`src/rtl/axi_pkg.sv`:
```
// Shared AXI4 encodings used by the read subordinate and its masters.
package axi_pkg;

  typedef enum logic [1:0] {
    AXI_RESP_OKAY   = 2'b00,
    AXI_RESP_EXOKAY = 2'b01,
    AXI_RESP_SLVERR = 2'b10,
    AXI_RESP_DECERR = 2'b11
  } AxiResp_t;

  typedef enum logic [1:0] {
    AXI_BURST_FIXED = 2'b00,
    AXI_BURST_INCR  = 2'b01,
    AXI_BURST_WRAP  = 2'b10,
    AXI_BURST_RSVD  = 2'b11
  } AxiBurst_t;

  typedef logic [2:0] AxiSize_t;

endpackage

```
`src/rtl/axi_rd_subordinate_if.sv`:
```
// AXI4 read address / read data channel bundle (AR and R).
interface axi_rd_subordinate_if #(
  parameter int unsigned ID_W   = 4,
  parameter int unsigned ADDR_W = 32,
  parameter int unsigned DATA_W = 32
) ();
  logic [ID_W-1:0]   arid;
  logic [ADDR_W-1:0] araddr;
  logic [7:0]        arlen;
  logic [2:0]        arsize;
  logic [1:0]        arburst;
  logic              arvalid;
  logic              arready;
  logic [ID_W-1:0]   rid;
  logic [DATA_W-1:0] rdata;
  logic [1:0]        rresp;
  logic              rlast;
  logic              rvalid;
  logic              rready;

  modport master (
    output arid, araddr, arlen, arsize, arburst, arvalid, rready,
    input  arready, rid, rdata, rresp, rlast, rvalid
  );

  modport slave (
    input  arid, araddr, arlen, arsize, arburst, arvalid, rready,
    output arready, rid, rdata, rresp, rlast, rvalid
  );
endinterface

```
`src/rtl/axi_rd_subordinate.sv`:
```
// AXI4 read subordinate: one burst at a time served from a 1-cycle-latency RAM
// port, with a 2-entry credit-managed output FIFO.
module axi_rd_subordinate
  import axi_pkg::*;
#(
  parameter int unsigned DATA_W    = 32,
  parameter int unsigned ADDR_W    = 32,
  parameter int unsigned ID_W      = 4,
  parameter int unsigned MEM_DEPTH = 1024,
  localparam int unsigned MEM_AW   = $clog2(MEM_DEPTH)
) (
  input  logic                 clk,
  input  logic                 rst,
  axi_rd_subordinate_if.slave  axi,
  output logic                 mem_rd_en,
  output logic [MEM_AW-1:0]    mem_addr,
  input  logic [DATA_W-1:0]    mem_rdata
);

  localparam int unsigned BYTE_LG = $clog2(DATA_W / 8);
  localparam logic [ADDR_W:0] MEM_BYTES = (ADDR_W + 1)'(MEM_DEPTH * (DATA_W / 8));

  typedef enum logic [1:0] {ST_IDLE, ST_ISSUE, ST_DRAIN} state_t;

  typedef struct packed {
    logic [DATA_W-1:0] data;
    AxiResp_t          resp;
    logic              last;
  } r_beat_t;

  state_t            state_q, state_d;
  logic              arready_q, arready_d;
  logic [ID_W-1:0]   id_q, id_d;
  logic [ADDR_W-1:0] addr_q, addr_d;
  logic [ADDR_W-1:0] wrap_mask_q, wrap_mask_d;
  logic [2:0]        size_q, size_d;
  AxiBurst_t         burst_q, burst_d;
  logic [7:0]        len_q, len_d;
  logic [7:0]        cnt_q, cnt_d;
  AxiResp_t          resp_q, resp_d;
  logic              ret_q, ret_d;
  logic              ret_last_q, ret_last_d;
  logic [1:0]        fifo_cnt_q, fifo_cnt_d;
  r_beat_t           head_q, head_d;
  r_beat_t           tail_q, tail_d;
  logic              rvalid_q, rvalid_d;

  logic              pop;
  logic              issue;
  logic [2:0]        occ;
  logic [ADDR_W-1:0] bytes;
  logic [ADDR_W-1:0] next_addr;
  r_beat_t           new_beat;
  logic              dec_err;
  logic              slv_err;
  AxiBurst_t         ar_burst;

  // Credit uses occupancy after this cycle's pop so rready=1 sustains 1 beat/cycle.
  always_comb begin
    pop   = rvalid_q && axi.rready;
    occ   = 3'(fifo_cnt_q) + 3'(ret_q) - 3'(pop);
    issue = (state_q == ST_ISSUE) && (occ < 3'd2);
  end

  assign mem_rd_en = issue && (resp_q == AXI_RESP_OKAY);
  assign mem_addr  = addr_q[BYTE_LG +: MEM_AW];

  // Beat-to-beat address step.
  always_comb begin
    bytes = ADDR_W'(1) << size_q;
    unique case (burst_q)
      AXI_BURST_FIXED: next_addr = addr_q;
      AXI_BURST_WRAP:  next_addr = (addr_q & ~wrap_mask_q) | ((addr_q + bytes) & wrap_mask_q);
      default:         next_addr = (addr_q & ~(bytes - ADDR_W'(1))) + bytes;
    endcase
  end

  // AR acceptance checks.
  always_comb begin
    ar_burst = (axi.arburst == 2'b11) ? AXI_BURST_INCR : AxiBurst_t'(axi.arburst);
    dec_err  = {1'b0, axi.araddr} >= MEM_BYTES;
    slv_err  = (axi.arsize > 3'(BYTE_LG)) ||
               ((ar_burst == AXI_BURST_WRAP) && !(axi.arlen inside {8'd1, 8'd3, 8'd7, 8'd15}));
  end

  always_comb begin
    state_d     = state_q;
    arready_d   = arready_q;
    id_d        = id_q;
    addr_d      = addr_q;
    wrap_mask_d = wrap_mask_q;
    size_d      = size_q;
    burst_d     = burst_q;
    len_d       = len_q;
    cnt_d       = cnt_q;
    resp_d      = resp_q;
    ret_d       = issue;
    ret_last_d  = issue && (cnt_q == len_q);
    fifo_cnt_d  = fifo_cnt_q;
    head_d      = head_q;
    tail_d      = tail_q;

    new_beat.data = (resp_q == AXI_RESP_OKAY) ? mem_rdata : '0;
    new_beat.resp = resp_q;
    new_beat.last = ret_last_q;

    // Output FIFO: head entry drives the R payload directly.
    case ({ret_q, pop})
      2'b10: begin
        if (fifo_cnt_q == 2'd0) head_d = new_beat;
        else                    tail_d = new_beat;
        fifo_cnt_d = fifo_cnt_q + 2'd1;
      end
      2'b01: begin
        head_d     = tail_q;
        fifo_cnt_d = fifo_cnt_q - 2'd1;
      end
      2'b11: begin
        if (fifo_cnt_q == 2'd1) begin
          head_d = new_beat;
        end else begin
          head_d = tail_q;
          tail_d = new_beat;
        end
      end
      default: ;
    endcase
    rvalid_d = (fifo_cnt_d != 2'd0);

    unique case (state_q)
      ST_IDLE: begin
        if (axi.arvalid && arready_q) begin
          id_d        = axi.arid;
          addr_d      = axi.araddr;
          size_d      = axi.arsize;
          burst_d     = ar_burst;
          len_d       = axi.arlen;
          cnt_d       = 8'd0;
          wrap_mask_d = ((ADDR_W'(axi.arlen) + ADDR_W'(1)) << axi.arsize) - ADDR_W'(1);
          resp_d      = dec_err ? AXI_RESP_DECERR :
                        slv_err ? AXI_RESP_SLVERR : AXI_RESP_OKAY;
          arready_d   = 1'b0;
          state_d     = ST_ISSUE;
        end
      end
      ST_ISSUE: begin
        if (issue) begin
          addr_d = next_addr;
          cnt_d  = cnt_q + 8'd1;
          if (cnt_q == len_q) state_d = ST_DRAIN;
        end
      end
      ST_DRAIN: begin
        if (fifo_cnt_d == 2'd0) begin
          arready_d = 1'b1;
          state_d   = ST_IDLE;
        end
      end
      default: state_d = ST_IDLE;
    endcase
  end

  always_ff @(posedge clk or posedge rst) begin
    if (rst) begin
      state_q     <= ST_IDLE;
      arready_q   <= 1'b1;
      id_q        <= '0;
      addr_q      <= '0;
      wrap_mask_q <= '0;
      size_q      <= '0;
      burst_q     <= AXI_BURST_INCR;
      len_q       <= '0;
      cnt_q       <= '0;
      resp_q      <= AXI_RESP_OKAY;
      ret_q       <= 1'b0;
      ret_last_q  <= 1'b0;
      fifo_cnt_q  <= '0;
      head_q      <= '0;
      tail_q      <= '0;
      rvalid_q    <= 1'b0;
    end else begin
      state_q     <= state_d;
      arready_q   <= arready_d;
      id_q        <= id_d;
      addr_q      <= addr_d;
      wrap_mask_q <= wrap_mask_d;
      size_q      <= size_d;
      burst_q     <= burst_d;
      len_q       <= len_d;
      cnt_q       <= cnt_d;
      resp_q      <= resp_d;
      ret_q       <= ret_d;
      ret_last_q  <= ret_last_d;
      fifo_cnt_q  <= fifo_cnt_d;
      head_q      <= head_d;
      tail_q      <= tail_d;
      rvalid_q    <= rvalid_d;
    end
  end

  assign axi.arready = arready_q;
  assign axi.rvalid  = rvalid_q;
  assign axi.rid     = id_q;
  assign axi.rdata   = head_q.data;
  assign axi.rresp   = head_q.resp;
  assign axi.rlast   = head_q.last;

endmodule

```
`src/flat_wrapper.sv`:
```
// flat-port wrapper written by rule: the top's interface ports become plain ports
module axi_rd_subordinate_flat import axi_pkg::*;
#(
  parameter int unsigned DATA_W    = 32,
  parameter int unsigned ADDR_W    = 32,
  parameter int unsigned ID_W      = 4,
  parameter int unsigned MEM_DEPTH = 1024,
  localparam int unsigned MEM_AW   = $clog2(MEM_DEPTH)
)
  (clk, rst, mem_rd_en, mem_addr, mem_rdata, axi_arid, axi_araddr, axi_arlen, axi_arsize, axi_arburst, axi_arvalid, axi_rready, axi_arready, axi_rid, axi_rdata, axi_rresp, axi_rlast, axi_rvalid);
  axi_rd_subordinate_if #(.ID_W(ID_W), .ADDR_W(ADDR_W), .DATA_W(DATA_W)) axi_i ();
  input  logic clk;
  input  logic rst;
  output logic mem_rd_en;
  output logic [MEM_AW-1:0] mem_addr;
  input  logic [DATA_W-1:0] mem_rdata;
  input wire logic [$bits(axi_i.arid)-1:0] axi_arid;
  input wire logic [$bits(axi_i.araddr)-1:0] axi_araddr;
  input wire logic [$bits(axi_i.arlen)-1:0] axi_arlen;
  input wire logic [$bits(axi_i.arsize)-1:0] axi_arsize;
  input wire logic [$bits(axi_i.arburst)-1:0] axi_arburst;
  input wire logic [$bits(axi_i.arvalid)-1:0] axi_arvalid;
  input wire logic [$bits(axi_i.rready)-1:0] axi_rready;
  output wire logic [$bits(axi_i.arready)-1:0] axi_arready;
  output wire logic [$bits(axi_i.rid)-1:0] axi_rid;
  output wire logic [$bits(axi_i.rdata)-1:0] axi_rdata;
  output wire logic [$bits(axi_i.rresp)-1:0] axi_rresp;
  output wire logic [$bits(axi_i.rlast)-1:0] axi_rlast;
  output wire logic [$bits(axi_i.rvalid)-1:0] axi_rvalid;
  assign axi_i.arid = axi_arid;
  assign axi_i.araddr = axi_araddr;
  assign axi_i.arlen = axi_arlen;
  assign axi_i.arsize = axi_arsize;
  assign axi_i.arburst = axi_arburst;
  assign axi_i.arvalid = axi_arvalid;
  assign axi_i.rready = axi_rready;
  assign axi_arready = axi_i.arready;
  assign axi_rid = axi_i.rid;
  assign axi_rdata = axi_i.rdata;
  assign axi_rresp = axi_i.rresp;
  assign axi_rlast = axi_i.rlast;
  assign axi_rvalid = axi_i.rvalid;
  axi_rd_subordinate #(.DATA_W(DATA_W), .ADDR_W(ADDR_W), .ID_W(ID_W), .MEM_DEPTH(MEM_DEPTH)) u_core (.clk(clk), .rst(rst), .axi(axi_i), .mem_rd_en(mem_rd_en), .mem_addr(mem_addr), .mem_rdata(mem_rdata));
endmodule
```
`config.mk`:
```
export PLATFORM = sky130hd
export DESIGN_NAME = axi_rd_subordinate_flat
export DESIGN_NICKNAME = d
export VERILOG_FILES = /design/src/rtl/axi_pkg.sv /design/src/rtl/axi_rd_subordinate_if.sv /design/src/rtl/axi_rd_subordinate.sv /design/src/flat_wrapper.sv
export SDC_FILE = /design/constraint.sdc
export NUM_CORES = 1
export LEC_CHECK = 0
export CORE_UTILIZATION = 28
export CTS_CLUSTER_DIAMETER = 100
export CTS_CLUSTER_SIZE = 12
export DETAILED_ROUTE_END_ITERATION = 10
export PLACE_DENSITY_LB_ADDON = 0.12
export SYNTH_ARGS = -nofsm -noshare
export SYNTH_HDL_FRONTEND = slang
export SYNTH_SLANG_ARGS = --single-unit
```
`constraint.sdc`:
```
create_clock -name clk -period 6.2 [get_ports clk]
set_input_delay 0.93 -clock clk [delete_from_list [all_inputs] [get_ports clk]]
set_output_delay 0.93 -clock clk [all_outputs]
set_load 0.01 [all_outputs]
```
==> results.sh, run 1 <==
export IMPL_status="finished, final reports clean"
export IMPL_final_cell_mix="nand2_1, clkdlybuf4s50_1, dfrtp_1"
export IMPL_drive_gt1_share_pct=8.038
export IMPL_drcViolationCount=0
export IMPL_top_layer="met4"
export IMPL_cp_max_fo=6
export IMPL_clk_pin_slew_ns=0.06
export IMPL_wl_met3_um=808
export IMPL_post_cts_setup_buffers=0
export IMPL_multi_input_area_um2=4313
export IMPL_layout_min_cycle_time_ns=4.568
export IMPL_ys_ff_latch=129
export IMPL_crit_path_end_kind="primary output"
export IMPL_worstSkewPairLatency_ns=0.42
export IMPL_fin_crit_sh_pct=73.68
export IMPL_leakagePower_nw=4.037
export IMPL_wl_met2_mm=10.41
export IMPL_max_cap_viol_count=0
export IMPL_wl_per_cell_um=16.16
export IMPL_path_buf_inv=2
export IMPL_yosys_warnings=0
export IMPL_start_kind="primary input"
export IMPL_finalHoldViolCount=0
export IMPL_async_reset_ff_share_pct=100.0
export IMPL_cp_startpoint="axi_rready"
export IMPL_root_buffer="clkbuf_16"
export IMPL_hold_class="reg -> reg"
export IMPL_worst_pin_slew_ns=1.081
export IMPL_num_rows=61
export IMPL_clockBufferDepth=2
export IMPL_fill_cells=2879
export IMPL_critPathTopFamily="buffers and inverters"
export IMPL_worstHoldStart="u_core.tail_q[3]$_DFFE_PP0P_"
export IMPL_cts_sinks=129
export IMPL_critPathMaxStageDelay_ns=0.59
export IMPL_slowest_stage="clkdlybuf4s50_1"
export IMPL_relSlewSlack_pct=27.91
export IMPL_io_buffers=136
export IMPL_seq_area_frac_synth_pct=40.64
export IMPL_yosysUniqueCellTypes=88
export IMPL_synth_edf_count=0
export IMPL_fmax_mhz=218.9
export IMPL_cts_tree="built"
export IMPL_reg2reg_from="u_core.size_q[0]$_DFFE_PP0P_"
export IMPL_dieArea_um2=29070
export IMPL_numCtsBuffers=17
export IMPL_cpMostUsedCell="clkdlybuf4s50_1"
export IMPL_final_nets=1139
export IMPL_vias=7133
export IMPL_start_util_pct=28.53
export IMPL_netlist_area_um2=7949
export IMPL_routed_wl_mm=22.99
export IMPL_cp_required_ns=5.27
export IMPL_io_pins=137
export IMPL_setup_viol_count_final=0
export IMPL_ir_worst_vdd_v=0.0002075
export IMPL_htreeDepth=4
export IMPL_die_h_um=170.5
export IMPL_final_seq_area_um2=3231
export IMPL_antenna_found_initial=0
export IMPL_grt_max_degree=75
export IMPL_syn_inst=944
export IMPL_rsz0062_at_grt="false"
export IMPL_dp_hpwl_mm=15.22
export IMPL_worstPathCellList="clkdlybuf4s50_1 > and2_1 > ha_1 > nor2_1 > fa_1 > or3_1 > nor3_1 > clkdlybuf4s50_1"
export IMPL_gp_congestion=0.8086
export IMPL_cts_resized=0
export IMPL_antenna_cells=0
export IMPL_syn_to_final_growth_pct=27.66
export IMPL_syn_area_per_cell_um2=8.420
export IMPL_worstPathArrival_ns=3.64
export IMPL_total_power_mw=4.800
export IMPL_final_max_slew_viol_count=0
export IMPL_fp_coreArea_um2=27860
export IMPL_hold_buffers=0
export IMPL_mostFrequentLayoutCell="nand2_1"
export IMPL_crit_type="in -> out"
export IMPL_viasPerCell=5.013
export IMPL_p_per_area_nw_per_um2=473.0
export IMPL_grt_overflow=0
export IMPL_track_usage_pct=16.34
export IMPL_die_w_um=170.5
export IMPL_tns_ns=0
export IMPL_ant_nets=0
export IMPL_grt_pass1_vias=6851
export IMPL_drt_initial_drc_count=368
export IMPL_syn_num_nets=1051
export IMPL_synth_flop_cell="dfrtp_1"
export IMPL_detailedRoute_firstPassIterationCount=5
export IMPL_grt_pass1_wl_mm=37.40
export IMPL_wl_met1_mm=11.58
export IMPL_fin_worst_skew_ns=0.009429
==> registers in the layout (all words and copies together) (netlist names), 2 cells and up, named ones only <==
signal / cells
u_core.tail_q: 35
u_core.axi.rid: 4
u_core.fifo_cnt_q: 2
u_core.len_q: 8
u_core.resp_q: 2
u_core.cnt_q: 8
u_core.wrap_mask_q: 12
u_core.size_q: 3
u_core.burst_q: 2
u_core.state_q: 2
u_core.axi.rresp: 2
u_core.axi.rdata: 32
==> cell usage after synthesis, drive strengths merged (5+ instances only) <==
| cell | number | area, µm² |
|---|---|---|
| nand3 | 26 | 142.6 |
| nor2 | 87 | 326.6 |
| and3 | 9 | 57.56 |
| mux2 | 6 | 67.56 |
| nor3 | 16 | 80.08 |
| inv | 26 | 97.59 |
| o221ai | 5 | 43.79 |
| nand2b | 5 | 31.28 |
| o21ai | 81 | 405.4 |
| nand4 | 7 | 43.79 |
| o31ai | 12 | 95.09 |
| o211ai | 11 | 87.58 |
| a21o | 5 | 37.54 |
| buf | 28 | 172.7 |
| nand2 | 168 | 633.1 |
| xnor2 | 10 | 87.58 |
| dfrtp | 127 | 3178 |
| xor2 | 20 | 175.2 |
| ha | 20 | 250.2 |
| nor2b | 5 | 31.28 |
| a32oi | 33 | 289.0 |
| nor4 | 12 | 75.07 |
| a211oi | 8 | 82.58 |
| a31oi | 8 | 65.06 |
| clkbuf | 49 | 183.9 |
| a21oi | 72 | 371.6 |
| or3 | 7 | 48.80 |
==> worst register-to-register path, cell delays in order, from the launching register on <==
cell and delay (ns):
dfrtp_1 0.66, nor3_1 0.39, ha_1 0.34, inv_1 0.08, fa_1 0.40, inv_1 0.09
o21ai_1 0.08, a311oi_2 0.38, a211oi_1 0.22, or4_1 0.50, a31o_1 0.22, o311ai_1 0.06
==> cell families (layout without fill, tap and decap cells) <==
| logic type | after synthesis | after routing | synth area share (%) |
|---|---|---|---|
| simple gates | 363 | 363 | 20.67 |
| flops | 129 | 129 | 40.64 |
| buf+inv | 104 | 205 | 5.761 |
| compound gates | 286 | 286 | 24.62 |
| xor+xnor | 30 | 30 | 3.305 |
| fa+ha+maj | 23 | 23 | 3.778 |
| mux | 9 | 9 | 1.228 |
==> per-stage QoR <==
stage	hold slack [ns]	util, %	setup WS, ns	area (µm²)	instances
2_1_floorplan	0.4505	-	1.832	7949	944
6_report	0.4778	36.42	1.632	10150	1423
5_1_grt	0.4913	36.42	1.417	10150	1423
4_1_cts	0.4855	36.42	1.593	10150	1423
3_5_place_dp	0.4678	34.31	1.610	9559	1391
3_3_place_gp	0.4627	34.31	1.603	9559	1391
==> metal layers <==
layer / global-route usage (%) / vias to the layer above
met4: 4.661 / 0
met5: 0 / -
met1: 23.29 / 3386
li1: - / 3568
met2: 25.50 / 168
met3: 2.452 / 11
==> final cells by class <==
type                            count  area share [%]
Timing Repair Buffer              146           14.16
Tap cell                          378           4.661
Clock inverter                     15           1.603
Sequential cell                   129           31.84
Inverter                           27           1.048
Multi-Input combinational cell    711           42.50
Clock buffer                       17           4.192
==> final timing paths <==
kind / endpoint / slack [ns] / cells after the start
max: mem_rd_en / 1.63 / 8
min in group asynchronous: u_core.axi.rdata[4]$_DFFE_PP0P_ / 1.03 / 2
max in group asynchronous: u_core.tail_q[8]$_DFFE_PP0P_ / 3.94 / 3
min reg2reg: u_core.tail_q[3]$_DFFE_PP0P_ / 0.48 / 2
max reg2reg: register / 2.69 / 11
min: u_core.tail_q[3]$_DFFE_PP0P_ / 0.48 / 2
==> report_power, final <==
| group | switching (mW) | internal [mW] | leakage (nW) |
|---|---|---|---|
| combinational | 1.25 | 0.960 | 2.13 |
| clock | 0.457 | 0.540 | 0.279 |
| sequential | 0.366 | 1.22 | 1.63 |
Power figures use the tool's default switching activity.
==> run 2: changes to the inputs <==
==> constraint.sdc (replaced) <==
create_clock -name clk -period 3.7 [get_ports clk]
set_input_delay 0.555 -clock clk [delete_from_list [all_inputs] [get_ports clk]]
set_output_delay 0.555 -clock clk [all_outputs]
set_load 0.01 [all_outputs]
==> run 2 against run 1 <==
- flip-flop and latch count unchanged
- critical path type unchanged
- via count is 0.50% higher
- sequential share of layout area down 0.52 points
- global-route usage is 0.18 points higher
- non-clock buffer count grew 21
- clock power grew 72%
- largest cell class unchanged
==> results.sh, run 2 (synthesis results as in run 1) <==
export IMPL_cp_num_cells=8
export IMPL_wl_per_cell_um=15.98
export IMPL_io_buffers=136
export IMPL_worstPathCellList="clkdlybuf4s50_1 > and2_1 > ha_1 > nor2_1 > fa_1 > or3_1 > nor3_1 > dlygate4sd2_1"
export IMPL_path_buf_inv=2
export IMPL_grt_overflow=0
export IMPL_layout_min_cycle_time_ns=3.367
export IMPL_hold_buffers=0
export IMPL_total_power_mw=8.220
export IMPL_cts_sinks=129
export IMPL_htreeDepth=4
export IMPL_cp_max_fo=2
export IMPL_start_kind="primary input"
export IMPL_fin_worst_skew_ns=0.01173
export IMPL_p_per_area_nw_per_um2=796.8
export IMPL_grt_pass1_vias=6969
export IMPL_clk_pin_slew_ns=0.07
export IMPL_io_pins=137
export IMPL_viasPerCell=4.965
export IMPL_slowest_stage="fa_1"
export IMPL_ff2ff_setup_slack_ns=0.65
export IMPL_drt_initial_drc_count=362
export IMPL_antenna_cells=0
export IMPL_critPathMaxStageDelay_ns=0.44
export IMPL_grt_max_degree=127
export IMPL_die_w_um=170.5
export IMPL_hold_class="in -> async"
export IMPL_fin_crit_sh_pct=90.99
export IMPL_detailedRoute_firstPassIterationCount=4
export IMPL_final_nets=1160
export IMPL_ff2ff_path_depth=11
export IMPL_crit_type="in -> out"
export IMPL_cts_resized=1
export IMPL_fmax_mhz=297.0
export IMPL_finalHoldViolCount=0
export IMPL_critPathTopFamily="simple AND/OR/NAND/NOR gates"
export IMPL_ir_worst_vdd_v=0.0003649
export IMPL_fill_cells=2900
export IMPL_num_rows=61
export IMPL_cp_required_ns=3.14
export IMPL_largest_register_ffs=35
export IMPL_post_cts_setup_buffers=0
export IMPL_dp_hpwl_mm=15.55
export IMPL_crit_path_end_kind="primary output"
export IMPL_max_cap_viol_count=0
export IMPL_status="finished, final reports clean"
export IMPL_fp_coreArea_um2=27860
export IMPL_worstPathArrival_ns=2.81
export IMPL_mostFrequentLayoutCell="nand2_1"
export IMPL_routed_wl_mm=23.07
export IMPL_relSlewSlack_pct=49.77
export IMPL_track_usage_pct=16.52
export IMPL_final_max_slew_viol_count=0
export IMPL_ant_nets=0
export IMPL_gp_congestion=0.8180
export IMPL_worstSkewPairLatency_ns=0.43
export IMPL_leakagePower_nw=4.160
export IMPL_rsz0062_at_grt="false"
export IMPL_grt_pass1_wl_mm=37.91
export IMPL_root_buffer="clkbuf_16"
export IMPL_utilization_pct=37.03
export IMPL_final_cell_mix="nand2_1, clkdlybuf4s50_1, dfrtp_1"
export IMPL_die_h_um=170.5
export IMPL_tns_ns=0
export IMPL_reg2reg_from="u_core.size_q[2]$_DFFE_PP0P_"
export IMPL_drcViolationCount=0
export IMPL_start_util_pct=28.53
export IMPL_setup_viol_count_final=0
export IMPL_clockBufferDepth=2
export IMPL_fin_hold_ws_ns=0.3703
export IMPL_worst_pin_slew_ns=0.7489
export IMPL_top_register="u_core.tail_q"
export IMPL_numCtsBuffers=17
export IMPL_drive_gt1_share_pct=9.850
export IMPL_vias=7169
export IMPL_cts_tree="built"
export IMPL_dieArea_um2=29070
export IMPL_antenna_found_initial=0
export IMPL_syn_to_final_growth_pct=29.78
[run 2: changes by cell type in the layout (fill, tap and decap cells not counted)]
| cell | before | now |
|---|---|---|
| buf_4 | 10 | 30 |
| clkdlybuf4s50_1 | 136 | 135 |
| dlygate4sd2_1 | 0 | 1 |
| inv_6 | 5 | 4 |
| bufinv_16 | 0 | 1 |
| clkinv_8 | 3 | 0 |
| inv_8 | 5 | 6 |
| clkinv_2 | 0 | 1 |
| clkinv_4 | 0 | 3 |
| buf_12 | 0 | 1 |
| clkinvlp_4 | 3 | 1 |
[run 2: cell type report]
type	instances	area (µm²)	share of cell area, %
Multi-Input combinational cell	711	4313	41.81
Sequential cell	129	3231	31.32
Inverter	27	105.1	1.019
Clock inverter	15	163.9	1.589
Timing Repair Buffer	167	1605	15.56
Tap cell	378	473.0	4.585
Clock buffer	17	425.4	4.124
[run 2: metrics by stage]
| stage | worst slack (ns) | cell area (µm²) | instances |
|---|---|---|---|
| after floorplan | 0.6813 | 7953 | 944 |
| after global placement | 0.01989 | 9728 | 1412 |
| after detailed placement | 0.01971 | 9728 | 1412 |
| after CTS | 0.2772 | 10320 | 1444 |
| after global routing | 0.2042 | 10320 | 1444 |
| final | 0.3334 | 10320 | 1444 |
[run 2: per-layer routing]
| metal | track usage [%] | share of wire (%) | routed length [µm] | vias to the layer above |
|---|---|---|---|---|
| met4 | 4.348 | 1.0 | 232 | 0 |
| li1 | - | - | - | 3598 |
| met5 | 0 | 0 | 0 | - |
| met2 | 25.98 | 46 | 10510 | 139 |
| met3 | 2.406 | 3.4 | 790 | 17 |
| met1 | 23.56 | 50 | 11540 | 3415 |
[run 2: worst max path at each step]
stage | start | to | slack, ns
finish | axi_rready | mem_rd_en | 0.33
global route | axi_rready | mem_rd_en | 0.20
global placement | axi_rready | mem_rd_en | 0.02
CTS | axi_rready | mem_rd_en | 0.28
detailed placement | axi_rready | mem_rd_en | 0.02
floorplan | u_core.size_q[2]$_DFFE_PP0P_ | register | 0.68
[run 2: power by group]
group	internal (mW)	leakage (nW)	switching, mW
clock network	0.962	0.294	0.746
logic	1.73	2.24	2.21
registers	2.05	1.63	0.517
[run 2: worst register-to-register path, cell delays in order, from the launching register on]
cell and delay, ns:
dfrtp_1 0.37, nor3_1 0.27, ha_1 0.31, inv_1 0.08, fa_1 0.41, inv_1 0.09
o21ai_1 0.08, a311oi_2 0.36, a211oi_1 0.21, or4_1 0.50, a31o_1 0.22, o311ai_1 0.07
